--- src/rtl/elastic_pkg.sv ---
// Shared types and defaults for the two-entry elastic pipeline register.
// Provides the occupancy/state encoding and default parameter values.
// Imported by elastic_pipe2 and its testbench.
package elastic_pkg;

    // The state encoding is the occupancy count exposed on the port.
    typedef enum logic [1:0] {
        EMPTY = 2'd0,
        ONE   = 2'd1,
        FULL  = 2'd2
    } state_e;

    localparam int DEF_WIDTH   = 4;
    localparam int DEF_STALL_W = 8;

endpackage : elastic_pkg

--- src/rtl/elastic_pipe2_sat_counter.sv ---
// Saturating up-counter: increments on each clock edge where inc=1.
// Latency: count reflects an increment one cycle after the edge that sampled inc.
// Backpressure: none. Holds at all-ones and clears only on reset.
//   Ports: clk, rst_n (async active-low), inc, count[W-1:0].
module sat_counter #(
    parameter int W = 8
) (
    input  logic         clk,
    input  logic         rst_n,
    input  logic         inc,
    output logic [W-1:0] count
);

    logic [W-1:0] count_q;
    logic [W-1:0] count_d;

    always_comb begin
        count_d = count_q;
        if (inc && (count_q != {W{1'b1}})) begin
            count_d = count_q + {{(W-1){1'b0}}, 1'b1};
        end
    end

    always_ff @(posedge clk or negedge rst_n) begin
        if (!rst_n) begin
            count_q <= '0;
        end else begin
            count_q <= count_d;
        end
    end

    assign count = count_q;

endmodule : sat_counter

--- src/rtl/elastic_pipe2.sv ---
// Two-entry elastic pipeline register (main + skid) with valid/ready on both sides.
// Latency: one cycle from push to out_valid; sustains one word per cycle.
// Backpressure: in_ready=0 only when both entries are full; all outputs are registered.
//   Ports: clk, rst_n, in_valid/in_ready/in_data, out_valid/out_ready/out_data,
//          occupancy (0..2), stall_cnt (saturating count of stalled cycles).
module elastic_pipe2
    import elastic_pkg::*;
#(
    parameter int WIDTH   = DEF_WIDTH,
    parameter int STALL_W = DEF_STALL_W
) (
    input  logic               clk,
    input  logic               rst_n,
    input  logic               in_valid,
    output logic               in_ready,
    input  logic [WIDTH-1:0]   in_data,
    output logic               out_valid,
    input  logic               out_ready,
    output logic [WIDTH-1:0]   out_data,
    output logic [1:0]         occupancy,
    output logic [STALL_W-1:0] stall_cnt
);

    state_e           state_q, state_d;
    logic [WIDTH-1:0] main_q, main_d;
    logic [WIDTH-1:0] skid_q, skid_d;
    logic             push;
    logic             pop;

    // Handshake outputs decode from state only, so there is no
    // combinational path from in_valid or out_ready to any output.
    assign in_ready  = (state_q != FULL);
    assign out_valid = (state_q != EMPTY);
    assign out_data  = main_q;
    assign occupancy = state_q;

    assign push = in_valid && in_ready;
    assign pop  = out_valid && out_ready;

    always_comb begin
        state_d = state_q;
        main_d  = main_q;
        skid_d  = skid_q;
        case (state_q)
            EMPTY: begin
                if (push) begin
                    state_d = ONE;
                    main_d  = in_data;
                end
            end
            ONE: begin
                if (push && !pop) begin
                    // Consumer stalled: park the new word behind main.
                    state_d = FULL;
                    skid_d  = in_data;
                end else if (pop && !push) begin
                    state_d = EMPTY;
                end else if (push && pop) begin
                    main_d = in_data;
                end
            end
            FULL: begin
                if (pop) begin
                    state_d = ONE;
                    main_d  = skid_q;
                end
            end
            default: begin
                state_d = EMPTY;
            end
        endcase
    end

    always_ff @(posedge clk or negedge rst_n) begin
        if (!rst_n) begin
            state_q <= EMPTY;
            main_q  <= '0;
            skid_q  <= '0;
        end else begin
            state_q <= state_d;
            main_q  <= main_d;
            skid_q  <= skid_d;
        end
    end

    sat_counter #(
        .W (STALL_W)
    ) u_stall_cnt (
        .clk   (clk),
        .rst_n (rst_n),
        .inc   (out_valid && !out_ready),
        .count (stall_cnt)
    );

endmodule : elastic_pipe2
--- config.mk ---
export PLATFORM = sky130hd
export DESIGN_NAME = elastic_pipe2
export DESIGN_NICKNAME = d
export VERILOG_FILES = /design/src/rtl/elastic_pkg.sv /design/src/rtl/elastic_pipe2_sat_counter.sv /design/src/rtl/elastic_pipe2.sv
export SDC_FILE = /design/constraint.sdc
export NUM_CORES = 1
export LEC_CHECK = 0
export ABC_AREA = 1
export CAP_MARGIN = 20
export CORE_MARGIN = 3
export CORE_UTILIZATION = 43
export DETAILED_ROUTE_END_ITERATION = 8
export GPL_ROUTABILITY_DRIVEN = 0
export PLACE_DENSITY = 0.79
export SLEW_MARGIN = 15
export SYNTH_ARGS = -nofsm -noshare
export SYNTH_HDL_FRONTEND = slang
export SYNTH_SLANG_ARGS = --single-unit
--- constraint.sdc ---
create_clock -name clk -period 1.65 [get_ports clk]
set_clock_uncertainty 0.1 [all_clocks]
set_input_delay 0.33 -clock clk [delete_from_list [all_inputs] [get_ports clk]]
set_output_delay 0.33 -clock clk [all_outputs]
set_load 0.1 [all_outputs]
==> summary.md <==
| Metric | Value |
|---|---|
| Run status | `finished, violations left` |
| Failing checks | `setup timing` |
| Ratio of cells with drive above 1 in the final layout | `43.0%` |
| CP required | `1.22 ns` |
| Chip height | `54.6 um` |
| Pin count of the biggest net entering global routing | `19` |
| CTS tree | `yes` |
| Unrepaired setup endpoints after global routing | `true` |
| Initial antenna violation count | `0` |
| First-pass GRT wire length | `4.53 mm` |
| IO Port Bufs | `23` |
| Slew headroom | `81.8%` |
| Hold Fails Final Rpt | `0` |
| CP Class | `flip-flop to output pin` |
| Worst Slack Setup Final | `-0.0874 ns` |
| TritonRoute pass-1 iters | `4` |
| Worst-margin pin slew | `0.272 ns` |
| Worst Setup SP | `occupancy[1]` |
| Num ports | `24` |
| Dpl ws | `-0.359 ns` |
| Clock sinks | `18` |
| Area delta synth->final | `72.0%` |
| Top-area cell type share of the netlist area | `44.4%` |
| Clock transition at path regs | `0.11 ns` |
| Final TNS setup | `-0.425 ns` |
| WP data arrival | `1.31 ns` |
| CTS Buf Count | `3` |
| Synth area leader | `dfrtp_1` |
| Vias in the first global route | `1047` |
| DR vias/cell | `5.27` |
| Syn. warnings | `0` |
| Fin. max-slew vios | `0` |
| Crit Path Max Fanout | `3` |
| Final worst path period need | `1.74 ns` |
| Starting Density | `48.2%` |
| Syn_nets | `147` |
| Post-DP HPWL | `1.93 mm` |
| Grt ovf | `0` |
| WL per Instance | `15.2 um` |
| Syn Std Cell Area | `1010 um^2` |
| Clock Root Buffer | `clkbuf_4` |
| Diode count | `0` |
| Post-synth cell types | `17` |
| Yosys reg bits | `18` |
| Die area | `2980 um^2` |
| Mapped Cells | `135` |
| Fmax | `576 MHz` |
| Final setup viols | `7` |
| Nets@finish | `192` |
| DRT iter0 DRCs | `32` |
| Top cells by area, synth | `dfrtp_1 (44%), nand2_1 (17%), inv_1 (5.9%)` |
| Max H-tree Level | `1` |
| Number of max-cap violations | `0` |
| CTS Hold Bufs | `0` |
| Fin crit share | `105%` |
| Antenna-violating nets left | `0` |
| DRC Markers | `0` |
| Clk_lat worst skew | `0.33 ns` |
| Reg2reg start | `occupancy[1]` |
| Post-synthesis sequential area ratio | `44.4%` |
| DIE WIDTH | `54.6 um` |
| Via count | `1086` |
| Core Region | `2100 um^2` |
| Wirelength, routed | `3.13 mm` |
| Critical path startpoint category | `flip-flop` |
| Layout fillers | `120` |
| Commonest non-fill, non-tap cell in the layout | `nand2_1` |
| Hold Crit Class | `input pin to asynchronous set/reset pin` |
| Clock Tree Buf Depth | `2` |
| FP Rows | `16` |
| Crit end category | `output pin` |
| Avg Cell Area, Syn | `7.51 um^2` |
| Commonest non-fill, non-tap cells in the layout | `nand2_1 (40), buf_12 (16), buf_4 (12)` |
| Total global-route track usage | `22.0%` |
## metal layers
layer / up-vias / wire (um) / track usage (%)
met4: 0 / 106 / 12.9
met3: 13 / 221 / 6.54
met1: 512 / 1140 / 21.8
met2: 53 / 1660 / 40.0
met5: - / 0 / 0
li1: 508 / - / -
## cells by family (layout without fill, tap and decap cells)
family,after synthesis,count (layout),synth area share (%)
xor+xnor,3,3,2.59
flops,18,18,44.4
simple gates,82,82,36.4
buf+inv,18,62,6.67
fa+ha+maj,4,4,4.94
compound gates,10,10,4.94
## registers in the layout, summed over array words and instances (netlist names)
signal             count
occupancy              2
out_data               4
skid_q                 4
u_stall_cnt.count      8
## worst max-delay path, stage by stage (launching register included)
cell and delay, ns:
dfrtp_4 0.53, nor2_4 0.15, buf_6 0.12, inv_4 0.03
buf_12 0.15
## worst paths after layout
check                      slack [ns]              endpoint  cells after the start
max                             -0.09             out_valid                      4
min reg2reg                      0.44             skid_q[2]                      2
max in group asynchronous        1.01          occupancy[0]                      2
min                              0.22  u_stall_cnt.count[7]                      2
min in group clk                 0.34  u_stall_cnt.count[6]                      5
max reg2reg                     -0.06           out_data[3]                     10
## metrics by stage
| step | hold slack, ns | cells | util (%) | instance area, um^2 |
|---|---|---|---|---|
| floorplan | -0.0656 | 135 | - | 1060 |
| global placement | 0.370 | 194 | 73.9 | 1550 |
| detailed placement | 0.413 | 194 | 73.9 | 1550 |
| CTS | 0.226 | 204 | 80.1 | 1680 |
| global route | 0.242 | 206 | 82.9 | 1740 |
| finish | 0.216 | 206 | 82.9 | 1740 |
## synthesized netlist by cell type, drive strengths merged
library cell and n:
nand2 53, nand4 2, ha 4, xor2 2
xnor2 1, a21oi 3, inv 18, o21ai 7
nand3b 1, dfrtp 18, nand3 10, nor2 16
## what timing repair did
action	in CTS	in global routing
setup endpoints to repair	6	12
endpoints found under the hold margin	0	0
resized for setup	15	13
pin swaps	11	12
buffers inserted	6	3
## layout make-up
cell class	instances	area [um^2]	area share, %
multi-input cells	99	586	33.6
repair buffers	40	539	30.9
flip-flops and latches	18	473	27.1
inverters	18	75.1	4.31
clock buffers	4	36.3	2.08
well taps	27	33.8	1.94
Power is left out: the tool's default activity adds up to more than one toggle a clock period on the data nets, which glitch-free logic cannot reach.
